[src/rtl/amoled_row_scheduler.sv]
// AMOLED frame sequencer: per-row init/compensate/scan with guard gaps, then a panel-wide emission window.
// Optional `EM_PWM_EN adds an em_duty input that PWM-modulates vem2 during emission.
module amoled_row_scheduler #(
  parameter int ROWS   = 8,
  parameter int ROW_W  = 3,
  parameter int T_INIT = 20,
  parameter int T_COMP = 40,
  parameter int T_SCAN = 10,
  parameter int T_GAP  = 2,
  parameter int T_EMIT = 1000,
  parameter int CNT_W  = 16
) (
  input  logic             clk,
  input  logic             reset,
  input  logic             start,
`ifdef EM_PWM_EN
  input  logic [7:0]       em_duty,
`endif
  output logic             busy,
  output logic             frame_done,
  output logic [ROW_W-1:0] row_addr,
  output logic             data_ld,
  output logic             vinit,
  output logic             vcomp,
  output logic             vscan,
  output logic             vem1,
  output logic             vem2
);

  typedef enum logic [2:0] {
    ST_IDLE = 3'd0,
    ST_INIT = 3'd1,
    ST_GAP1 = 3'd2,
    ST_COMP = 3'd3,
    ST_GAP2 = 3'd4,
    ST_SCAN = 3'd5,
    ST_GAP3 = 3'd6,
    ST_EMIT = 3'd7
  } state_t;

  localparam logic [CNT_W-1:0] CNT_ZERO = {CNT_W{1'b0}};
  localparam logic [CNT_W-1:0] CNT_ONE  = CNT_W'(1);
  localparam logic [CNT_W-1:0] L_INIT   = CNT_W'(T_INIT - 1);
  localparam logic [CNT_W-1:0] L_COMP   = CNT_W'(T_COMP - 1);
  localparam logic [CNT_W-1:0] L_SCAN   = CNT_W'(T_SCAN - 1);
  localparam logic [CNT_W-1:0] L_GAP    = CNT_W'(T_GAP - 1);
  localparam logic [CNT_W-1:0] L_EMIT   = CNT_W'(T_EMIT - 1);
  localparam logic [ROW_W-1:0] ROW_ZERO = {ROW_W{1'b0}};
  localparam logic [ROW_W-1:0] ROW_LAST = ROW_W'(ROWS - 1);

  state_t           state_r, state_n;
  logic [CNT_W-1:0] cnt_r, cnt_n;
  logic [ROW_W-1:0] row_r, row_n;
  logic             em2_s;

  // Counter preload for a phase: a phase of T cycles starts at T-1 and exits at 0.
  function automatic logic [CNT_W-1:0] phase_load(input state_t s);
    case (s)
      ST_INIT: phase_load = L_INIT;
      ST_GAP1: phase_load = L_GAP;
      ST_COMP: phase_load = L_COMP;
      ST_GAP2: phase_load = L_GAP;
      ST_SCAN: phase_load = L_SCAN;
      ST_GAP3: phase_load = L_GAP;
      ST_EMIT: phase_load = L_EMIT;
      default: phase_load = CNT_ZERO;
    endcase
  endfunction

  // Next-state, phase counter and row address logic.
  always_comb begin
    state_n = state_r;
    cnt_n   = cnt_r;
    row_n   = row_r;
    case (state_r)
      ST_IDLE: begin
        row_n = ROW_ZERO;
        if (start) begin
          state_n = ST_INIT;
          cnt_n   = L_INIT;
        end else begin
          state_n = ST_IDLE;
          cnt_n   = CNT_ZERO;
        end
      end
      default: begin
        if (cnt_r != CNT_ZERO) begin
          cnt_n = cnt_r - CNT_ONE;
        end else begin
          case (state_r)
            ST_INIT: state_n = ST_GAP1;
            ST_GAP1: state_n = ST_COMP;
            ST_COMP: state_n = ST_GAP2;
            ST_GAP2: state_n = ST_SCAN;
            ST_SCAN: state_n = ST_GAP3;
            ST_GAP3: begin
              if (row_r < ROW_LAST) begin
                row_n   = row_r + ROW_W'(1);
                state_n = ST_INIT;
              end else begin
                state_n = ST_EMIT;
              end
            end
            ST_EMIT: begin
              state_n = ST_IDLE;
              row_n   = ROW_ZERO;
            end
            default: state_n = ST_IDLE;
          endcase
          cnt_n = phase_load(state_n);
        end
      end
    endcase
  end

`ifdef EM_PWM_EN
  logic [7:0] pwm_r, pwm_n, duty_r, duty_n;
  logic       em_entry_s;

  // PWM counter restarts and duty is captured on the cycle emission begins.
  always_comb begin
    em_entry_s = (state_n == ST_EMIT) && (state_r != ST_EMIT);
    if (em_entry_s) begin
      pwm_n  = 8'd0;
      duty_n = em_duty;
    end else begin
      pwm_n  = pwm_r + 8'd1;
      duty_n = duty_r;
    end
    em2_s = (state_n == ST_EMIT) && (pwm_n < duty_n);
  end

  // PWM counter and held duty registers.
  always_ff @(posedge clk or negedge reset) begin
    if (!reset) begin
      pwm_r  <= 8'd0;
      duty_r <= 8'd0;
    end else begin
      pwm_r  <= pwm_n;
      duty_r <= duty_n;
    end
  end
`else
  assign em2_s = (state_n == ST_EMIT);
`endif

  // State registers; outputs are decoded from the next state so every output is a flop.
  always_ff @(posedge clk or negedge reset) begin
    if (!reset) begin
      state_r    <= ST_IDLE;
      cnt_r      <= CNT_ZERO;
      row_r      <= ROW_ZERO;
      busy       <= 1'b0;
      frame_done <= 1'b0;
      row_addr   <= ROW_ZERO;
      data_ld    <= 1'b0;
      vinit      <= 1'b0;
      vcomp      <= 1'b0;
      vscan      <= 1'b0;
      vem1       <= 1'b0;
      vem2       <= 1'b0;
    end else begin
      state_r    <= state_n;
      cnt_r      <= cnt_n;
      row_r      <= row_n;
      busy       <= (state_n != ST_IDLE);
      frame_done <= (state_r == ST_EMIT) && (state_n == ST_IDLE);
      row_addr   <= row_n;
      data_ld    <= (state_n == ST_SCAN) && (state_r != ST_SCAN);
      vinit      <= (state_n == ST_INIT);
      vcomp      <= (state_n == ST_COMP);
      vscan      <= (state_n == ST_SCAN);
      vem1       <= (state_n == ST_EMIT);
      vem2       <= em2_s;
    end
  end

endmodule
[config.mk]
export PLATFORM = sky130hd
export DESIGN_NAME = amoled_row_scheduler
export DESIGN_NICKNAME = d
export VERILOG_FILES = /design/src/rtl/amoled_row_scheduler.sv
export SDC_FILE = /design/constraint.sdc
export NUM_CORES = 1
export LEC_CHECK = 0
export CORE_ASPECT_RATIO = 1.4
export CORE_MARGIN = 2
export CORE_UTILIZATION = 60
export CTS_BUF_LIST = sky130_fd_sc_hd__clkbuf_16
export CTS_CLUSTER_DIAMETER = 150
export CTS_CLUSTER_SIZE = 10
export DETAILED_ROUTE_END_ITERATION = 10
export GPL_TIMING_DRIVEN = 0
export HOLD_SLACK_MARGIN = 0.12
export PLACE_DENSITY = 0.89
export SYNTH_ARGS = -nofsm -noshare
export SYNTH_HDL_FRONTEND = slang
export SYNTH_SLANG_ARGS = --single-unit
[constraint.sdc]
create_clock -name clk -period 3.5 [get_ports clk]
set_input_delay 0.35 -clock clk [delete_from_list [all_inputs] [get_ports clk]]
set_output_delay 0.35 -clock clk [all_outputs]
set_load 0.01 [all_outputs]
---- After elaboration in Yosys (flattened, before gate mapping) ----
Cells that the tools add are included.
word-level totals
  output and inout port bits .............. 11
  ROM bits ................................ 0
  memories ................................ 0
  bits in registers ....................... 29
  RAM bits ................................ 0
  input port bits ......................... 3
  latch bits .............................. 0
cells by class
  bitwise operators ....................... 0
  reduce and logical (&&, ||, !) cells .... 9
  divide/modulo/power cells ............... 0
  shift-type cells ........................ 0
  eq/ne operators ......................... 21
  $lt $le $gt $ge ......................... 1
  $add $sub $neg .......................... 2
  multiply operators ...................... 0
  multiplexer cells ....................... 15
operators by type and width
  cell                                                    number
  one-hot mux 10 bit (5 select lines)                     1
  two-way mux 16 bit                                      2
  equality test 3 bit (second input constant)             10
  two-way mux 3 bit                                       8
  one-hot mux 3 bit (6 select lines)                      1
  nonzero test 16 bit                                     1
  subtractor 16 x 1 -> 16 bit (second input constant)     1
  equality test 3 x 2 -> 1 bit (second input constant)    5
  equality test 3 x 1 -> 1 bit (second input constant)    3
  logical NOT 3 bit                                       2
  inequality test 3 bit (second input constant)           2
  one-hot mux 3 bit (2 select lines)                      1
  nonzero test 3 bit                                      2
  two-way mux 5 bit                                       1
  adder 3 x 1 -> 3 bit (second input constant)            1
  less-than comparator 3 bit (second input constant)      1
  AND reduction 3 bit                                     1
  OR reduction 3 bit                                      1
  logical AND 1 bit                                       2
  inequality test 2 x 1 -> 1 bit (second input constant)  1
  two-way mux 1 bit                                       1

---- Depth between registers and ports, before layout ----
Gate-level depths: netlist (run 1).
  word-level depth ........................ 10
  depth in mapped cells ................... 8
  depth with buffers taken out ............ 7

---- Worst setup path before layout (run 1) ----
OpenSTA, ideal clock, no wires.
  path kind ............................... register -> register
  from .................................... register cnt_r[3]
  to ...................................... register cnt_r[5]
  arrival time ............................ 2.068 ns
  clock period less this slack ............ 2.190 ns
  cell stages (with the launch flop) ...... 7
  setup slack ............................. 1.310 ns
  setup time .............................. 0.123 ns
  data required time ...................... 3.377 ns
  path through ............................ dfrtp_1 or3_4 or3_1 buf_2 nor4b_4 nor2_1 o221a_2
on the way
  word-level cells in the longest chain between the ends .. 3
  elaborated cells on any way between the ends .. 4
RTL lines
  item                                                                line    RTL
  from (decl)                                                         52      logic [CNT_W-1:0] cnt_r, cnt_n;
  from (signal assigned)                                              164     cnt_r <= cnt_n;
  subtractor 16 x 1 -> 16 bit or nonzero test 16 bit (tied branches)  88, 87
  two-way mux 16 bit (*)                                              87      if (cnt_r != CNT_ZERO) begin
  two-way mux 16 bit (*)                                              75      case (state_r)
  named net cnt_n[5]                                                  52
The timed path passes the listed nets; every way through them passes the cells marked *.
A chain may end at the register's enable or synchronous reset.

---- Worst setup path in the final report (run 1) ----
  from .................................... register cnt_r[7]
  to ...................................... register cnt_r[4]
on the way
  word-level cells in the longest chain between the ends .. 3
RTL lines
  item                 line
  nonzero test 16 bit  87
  two-way mux 16 bit   87
  two-way mux 16 bit   75
  named net cnt_n[4]   52
The timed path passes the listed nets, and every way through them passes these cells.

==> results of run 1 <==
-- routing by layer --
metal / vias to the layer above / routed length (um) / global-route usage (%)
met2: 50 / 1810 / 42.5
met5: - / 0 / 0
li1: 573 / - / -
met1: 582 / 1110 / 29.6
met3: 14 / 180 / 7.51
met4: 0 / 102 / 15.4
-- cells by family after synthesis --
family,count (synthesis),synth area share (%)
compound gates,27,12.3
xor+xnor,14,8.30
fa+ha+maj,2,1.69
buf+inv,14,3.89
flops,29,49.1
mux,3,2.03
simple gates,64,22.7
-- stage by stage --
step	hold slack, ps	utilization, %	instance area, sq um
2_1_floorplan	54.4	-	1480
3_3_place_gp	482	69.2	1640
3_5_place_dp	498	69.2	1640
4_1_cts	506	74.8	1770
5_1_grt	154	74.6	1760
6_report	91.8	74.6	1760
-- worst max-delay path by stage --
| stage | start | to | slack (ps) | cells past startpoint |
|---|---|---|---|---|
| after floorplan | cnt_r[3] | cnt_r[5] | 1310 | 6 |
| after global placement | cnt_r[7] | cnt_r[4] | 1020 | 5 |
| after detailed placement | cnt_r[7] | cnt_r[4] | 930 | 5 |
| after CTS | cnt_r[7] | cnt_r[4] | 880 | 5 |
| after global routing | cnt_r[7] | cnt_r[4] | 660 | 5 |
| final | cnt_r[7] | cnt_r[4] | 870 | 5 |
-- synthesized netlist by cell type, types with 2 or more instances --
cell,number,share of area (%)
a21oi_1,8,2.7
clkbuf_1,6,1.5
dfrtp_1,29,49
ha_1,2,1.7
inv_1,5,1.3
mux2i_1,3,2.0
nand2_1,15,3.8
nand3_1,7,2.4
nor2_1,19,4.8
nor3_1,6,2.0
o21ai_0,8,2.7
o221ai_1,2,1.2
or3_1,6,2.5
xnor2_1,8,4.7
xor2_1,6,3.6
-- layout make-up --
| class | instances | area (sq um) |
|---|---|---|
| clock inverter | 2 | 7.51 |
| timing repair buffer | 13 | 125 |
| inverter | 5 | 18.8 |
| clock buffer | 5 | 125 |
| sequential | 29 | 726 |
| tap | 23 | 28.8 |
| fill | 164 | 601 |
| buffer | 9 | 38.8 |
| multi-input combinational | 110 | 694 |
-- state kept, by name, indices dropped and copies added, names as in the netlist --
| signal | count |
|---|---|
| busy | 1 |
| state_r | 3 |
| data_ld | 1 |
| vscan | 1 |
| frame_done | 1 |
| vcomp | 1 |
| vinit | 1 |
| vem2 | 1 |
| row_r | 3 |
| cnt_r | 16 |
-- worst max-delay path, cell delays in order, from the launching register on --
cell     delay [ps]
dfrtp_1         410
or4_1           620
nor4_2          350
nor4b_4         550
nand4_1         310
a31oi_1         290
-- power by group --
group          switching (W)  internal (W)
clock network       0.000128      0.000252
registers           0.000106      0.000461
logic               0.000387      0.000292
==> results_dict.tcl, run 1 <==
set metrics [dict create \
    first_pass_iters 4 \
    fmax_mhz 380 \
    via_count 1219 \
    r2r_end "cnt_r[4]" \
    final_cell_count_no_fill 196 \
    path_class "flip-flop to flip-flop" \
    antenna_found_initial 0 \
    port_buffers 13 \
    regToRegStartpoint "cnt_r[7]" \
    initialDrtViolationCount 65 \
    synth_enable_flop_cells 0 \
    std_cell_rows 21 \
    syn_inst 153 \
    setup_viol 0 \
    synth-seq-cells 29 \
    postCtsResizedCells 0 \
    gp_congestion 0.925 \
    post-cts-setup-buffer-count 0 \
    n_antenna_cell 0 \
    ios 14 \
    fin_skew_ps 1.79 \
    cts_max_level 2 \
    die_w_um 45.9 \
    synthFlopType "dfrtp_1" \
    wl_per_cell_um 16.3 \
    yosys_warnings 0 \
    grt_max_degree 30 \
    post-route-period-util_pct 75.2 \
    end_kind "flip-flop" \
    first_global_vias 1225 \
    min_path_type "primary input to asynchronous set/reset pin" \
    grt_pass1_wl_mm 5.40 \
    drive_above_1_share_pct 10.4 \
    cts_hold_buf 0 \
    p_leak_nw 0.765 \
    ys_types 38 \
    fin_crit_ps 2630 \
    cp.required_ps 3680 \
    cap_violations 0 \
    setup_tns_ps 0 \
    cts_tree "done" \
    path_clk_slew_ps 40 \
    status "completed" \
    start_util_pct 62.5 \
    clock_path_buffers 2 \
    pre_cts_ws_ps 928 \
    path_max_fanout 8 \
    syn-num-nets 158 \
    overflow 0 \
    dieArea_sq_mm 0.00288 \
    synth-seq-area-share_pct 49.1 \
    finalMaxSlewViolations 0 \
    tightest_slew_ps 616 \
    ant_nets 0 \
    ff2ff_path_depth 5 \
    p_total_w 0.00163 \
    synth.avg_cell_area_sq_um 9.66 \
    critPathLaunchType "flip-flop" \
    slew_headroom_pct 59.0 \
    layout_common_cells "29 x dfrtp_1, 19 x nor2_1, 15 x nand2_1" \
    final_common_cell "dfrtp_1" \
    reg2reg_setup_slack_ps 870 \
    setup_ws_ps 870 \
    finalWirelength_mm 3.20 \
    core_sq_mm 0.00236 \
    vdd_drop_max_v 0.000614 \
    synth_area_sq_mm 0.00148 \
    route.detailed.drc 0 \
    cp.arrival_ps 2810 \
    clk_latency_ps 270 \
    syn2layout_area_growth_pct 19.4 \
    cts_sinks 29 \
    vias_per_cell 6.22 \
    cts_root_buf "clkbuf_16" \
    async_flop_share_pct 100 \
    hpwl_mm 2.28 \
    dp_cells 189 \
    power_density_mw_per_mm2 922 \
    gr-usage-all-layers_pct 26.5 \
    rsz0062_at_grt "no" \
    nets 178 \
    cts_buffers 5 \
    die_y_um 62.7 \
    hold_violations 0 \
]
No activity file was read; power rests on OpenSTA's default activity.
==> run 2: changes to the inputs <==
- CORE_UTILIZATION: 60 -> 56
- PLACE_DENSITY: 0.89 -> 0.84
- clock period: 3.5 -> 2.5 ns (I/O delays scaled with it)
==> results_dict.tcl, run 2 (synthesis gave the netlist of run 1 again) <==
set metrics [dict create \
    hold_path_depth 1 \
    reg_top3 "cnt_r (16), row_r (3), state_r (3)" \
    post-route-period-util_pct 92.3 \
    p_leak_nw 0.792 \
    vias_per_cell 5.81 \
    setup_viol 0 \
    ff2ff_path_depth 6 \
    critPathLaunchType "flip-flop" \
    slew_headroom_pct 52.3 \
    port_buffers 13 \
    ant_nets 0 \
    fmax_mhz 433 \
    path_class "flip-flop to flip-flop" \
    cap_violations 0 \
    grt_max_degree 30 \
    end_kind "flip-flop" \
    first_pass_iters 4 \
    nets 181 \
    first_global_vias 1280 \
    hold_violations 0 \
    clock_path_buffers 2 \
    gp_congestion 0.853 \
    pre_cts_ws_ps 8.69 \
    rsz0062_at_grt "no" \
    layout_common_cells "29 x dfrtp_1, 19 x nor2_1, 15 x nand2_1" \
    fin_skew_ps 5.70 \
    core_sq_mm 0.00256 \
    crit_path_cell_trace "or4_1 -> nor4_4 -> nor4b_4 -> buf_4 -> nand4_1 -> a31oi_1" \
    critPathMaxStageDelay_ps 650 \
    path_max_fanout 5 \
    vdd_drop_max_v 0.000842 \
    top_register "cnt_r" \
    via_count 1238 \
    power_density_mw_per_mm2 1260 \
    final_common_cell "dfrtp_1" \
    setup_tns_ps 0 \
    die_y_um 64.8 \
    initialDrtViolationCount 44 \
    largest_reg_flops 16 \
    ios 14 \
    grt_pass1_wl_mm 5.69 \
    status "completed" \
    antenna_found_initial 0 \
    cts_buffers 5 \
    cts_max_level 2 \
    die_w_um 47.4 \
    dieArea_sq_mm 0.00307 \
    gr-usage-all-layers_pct 26.6 \
    wl_per_cell_um 15.5 \
    std_cell_rows 22 \
    clk_latency_ps 270 \
    cts_tree "done" \
    setup_ws_ps 193 \
    cp.arrival_ps 2500 \
    fin_crit_ps 2310 \
    tightest_slew_ps 709 \
    start_util_pct 57.7 \
    drive_above_1_share_pct 11.9 \
    overflow 0 \
    cts_sinks 29 \
    finalMaxSlewViolations 0 \
    min_path_type "flip-flop to flip-flop" \
    route.detailed.drc 0 \
    path_clk_slew_ps 50 \
    finalWirelength_mm 3.30 \
    syn2layout_area_growth_pct 23.4 \
    slowest_stage "or4_1" \
    cp.required_ps 2690 \
    n_antenna_cell 0 \
    cts_root_buf "clkbuf_16" \
    hpwl_mm 2.23 \
]
[run 2: changes by cell type in the layout (fill, tap and decap cells not counted), sizes merged]
cell         previous run  this run
buf                     4         6
clkinv                  1         0
dlygate4sd3             0         1
inv                     6         8
[run 2: metal layers]
| metal | wire, um | vias up | GRT usage (%) |
|---|---|---|---|
| met4 | 145 | 0 | 17.0 |
| met3 | 192 | 13 | 7.80 |
| met2 | 1750 | 53 | 41.2 |
| li1 | - | 585 | - |
| met5 | 0 | - | 0 |
| met1 | 1210 | 587 | 30.4 |
[run 2: final timing paths]
kind                           from  slack, ps       end
hold / removal             cnt_r[0]        490  cnt_r[0]
min in group asynchronous     reset        540  cnt_r[8]
max in group asynchronous     reset       1530      vem2
hold reg to reg            cnt_r[0]        490  cnt_r[0]
setup reg to reg           cnt_r[7]        190  cnt_r[4]
setup / recovery           cnt_r[7]        190  cnt_r[4]
[run 2: worst max-delay path: cells and delay by family, from the launching register on]
| kind | cells | cell delay (ps) |
|---|---|---|
| flip-flops | 1 | 410 |
| buffers and inverters | 1 | 180 |
| AO/OA/AOI/OAI | 1 | 240 |
| AND/OR/NAND/NOR | 4 | 1420 |
[run 2: what timing repair did]
item / in CTS / in global routing
hold buffers: 0 / 1
resized for setup: 0 / 2
setup buffers: 2 / 0
endpoints found under the setup margin: 3 / 4
hold endpoints to repair: 0 / 29
[run 2: stage by stage]
step	power, W	cells	instance area [sq um]	hold WS [ps]	utilization, %
floorplan	0.00145	153	1480	-45.6	-
global placement	0.00165	202	1650	472	64.6
detailed placement	0.00171	202	1650	486	64.6
CTS	0.00228	212	1800	493	70.5
global route	0.00246	213	1820	513	71.2
finish	0.00230	213	1820	489	71.2
[run 2: report_power, final]
group          switching (W)  internal [W]
combinational       0.000537      0.000424
clock               0.000187      0.000355
sequential          0.000156      0.000645
[run 2: layout make-up]
cell class,instances,area [sq um]
clock inverter,3,11.3
buffer,9,38.8
sequential,29,726
fill,181,737
timing repair buffer,16,150
multi-input combinational,110,708
clock buffer,5,125
tap,36,45.0
inverter,5,18.8
==> run 3: changes to the inputs <==
- clock period: 2.5 -> 2.4 ns (I/O delays scaled with it)
==> results_dict.tcl, run 3 (synthesis gave the netlist of run 1 again) <==
set metrics [dict create \
    first_pass_iters 4 \
    fmax_mhz 434 \
    vias_per_cell 5.80 \
    drive_above_1_share_pct 12.4 \
    top_register "cnt_r" \
    power_density_mw_per_mm2 1320 \
    gr-usage-all-layers_pct 26.6 \
    path_clk_slew_ps 50 \
    tightest_slew_ps 690 \
    fin_crit_ps 2300 \
    post-route-period-util_pct 95.9 \
    syn2layout_area_growth_pct 23.5 \
    slowest_stage "or4_1" \
    cts_tree "done" \
    placed_area_sq_mm 0.00165 \
    rsz0062_at_grt "no" \
    hpwl_mm 2.23 \
    hold_path_depth 1 \
    ios 14 \
    setup_viol 0 \
    worst-path-stages 6 \
    grt_pass1_wl_mm 5.69 \
    layout_common_cells "29 x dfrtp_1, 19 x nor2_1, 15 x nand2_1" \
    first_global_vias 1280 \
    critPathLaunch "cnt_r[7]" \
    core_sq_mm 0.00256 \
    wl_met1_mm 1.23 \
    overflow 0 \
    p_total_w 0.00241 \
    p_leak_nw 0.795 \
    dieArea_sq_mm 0.00307 \
    std_cell_rows 22 \
    fin_area_sq_mm 0.00182 \
    grt_max_degree 30 \
    ant_nets 0 \
    end_kind "flip-flop" \
    whs_ps 490 \
    fin_skew_ps 3.92 \
    cap_violations 0 \
    wl_per_cell_um 15.5 \
    die_y_um 64.8 \
    antenna_found_initial 0 \
    path_buf_inv 1 \
    gp_congestion 0.853 \
    cts_buffers 5 \
    met2_length_mm 1.78 \
    setup_tns_ps 0 \
    initialDrtViolationCount 40 \
    vdd_drop_max_v 0.000879 \
    cp_top_family "simple AND/OR/NAND/NOR gates" \
    final_common_cell "dfrtp_1" \
    min_path_type "flip-flop to flip-flop" \
    cts_sinks 29 \
    start_util_pct 57.7 \
    hold_violations 0 \
    cp.required_ps 2590 \
    holdCritStartpoint "cnt_r[0]" \
    status "completed" \
    critPathLaunchType "flip-flop" \
    clk_latency_ps 270 \
    ff2ff_path_depth 6 \
    path_class "flip-flop to flip-flop" \
    route.detailed.drc 0 \
    via_count 1235 \
    finalWirelength_mm 3.30 \
    top_layer_used "met4" \
    regToRegStartpoint "cnt_r[7]" \
    die_w_um 47.4 \
    cts_root_buf "clkbuf_16" \
    n_antenna_cell 0 \
    path_max_fanout 5 \
    nets 181 \
    largest_reg_flops 16 \
    cts_max_level 2 \
    crit_path_cell_trace "or4_1 -> nor4_4 -> nor4b_4 -> buf_4 -> nand4_1 -> a31oi_1" \
    clock_path_buffers 2 \
    num-fill-cells 180 \
    port_buffers 13 \
    wl_met3_um 174 \
    reg_top3 "cnt_r (16), row_r (3), state_r (3)" \
    critPathMaxStageDelay_ps 650 \
    finalMaxSlewViolations 0 \
    cp.arrival_ps 2490 \
    slew_headroom_pct 53.7 \
]
-- run 3: cell types whose count changed in the layout (fill, tap and decap cells not counted) --
| cell | delta |
|---|---|
| clkbuf_1 | -1 |
| clkbuf_2 | +1 |
-- run 3: cell type report --
| cell class | instances | area (sq um) | share of cell area, % |
|---|---|---|---|
| buffer | 9 | 40.0 | 2.19 |
| tap | 36 | 45.0 | 2.47 |
| clock buffer | 5 | 125 | 6.86 |
| clock inverter | 3 | 11.3 | 0.617 |
| sequential | 29 | 726 | 39.8 |
| multi-input combinational | 110 | 708 | 38.8 |
| inverter | 5 | 18.8 | 1.03 |
| timing repair buffer | 16 | 150 | 8.23 |
-- run 3: path summary, 6_finish.rpt --
| check | end | slack (ps) |
|---|---|---|
| max reg2reg | cnt_r[4] | 100 |
| min in group asynchronous | cnt_r[8] | 530 |
| max in group asynchronous | row_r[2] | 1450 |
| min | cnt_r[0] | 490 |
| min reg2reg | cnt_r[0] | 490 |
| max | cnt_r[4] | 100 |
-- run 3: metal layers --
layer	global-route usage, %	up-vias
li1	-	589
met1	30.4	594
met2	41.2	43
met3	7.80	9
met4	17.0	0
met5	0	-
-- run 3: metrics by stage --
step	util, %	cells	setup slack (ps)
4_1_cts	70.7	212	44.4
6_report	71.3	213	98.0
5_1_grt	71.3	213	1.58
3_3_place_gp	64.6	202	-38.7
3_5_place_dp	64.6	202	-91.3
2_1_floorplan	-	153	210
-- run 3: power by group --
part	total [W]	internal, W	switching [W]
Sequential	0.000835	0.000672	0.000163
Clock	0.000570	0.000371	0.000199
Combinational	0.00100	0.000442	0.000560
Total	0.00241	0.00148	0.000922
-- run 3: worst reg2reg max path, cell delays in order (launching register included) --
cell and delay (ps):
dfrtp_1 410, or4_1 650, nor4_4 280, nor4b_4 300
buf_4 180, nand4_1 180, a31oi_1 240
-- run 3: what timing repair did --
| item | in CTS | in global routing |
|---|---|---|
| hold buffers | 0 | 1 |
| buffers inserted | 2 | 0 |
| endpoints found under the setup margin | 8 | 8 |
| endpoints found under the hold margin | 0 | 29 |
| gates resized for setup | 1 | 3 |
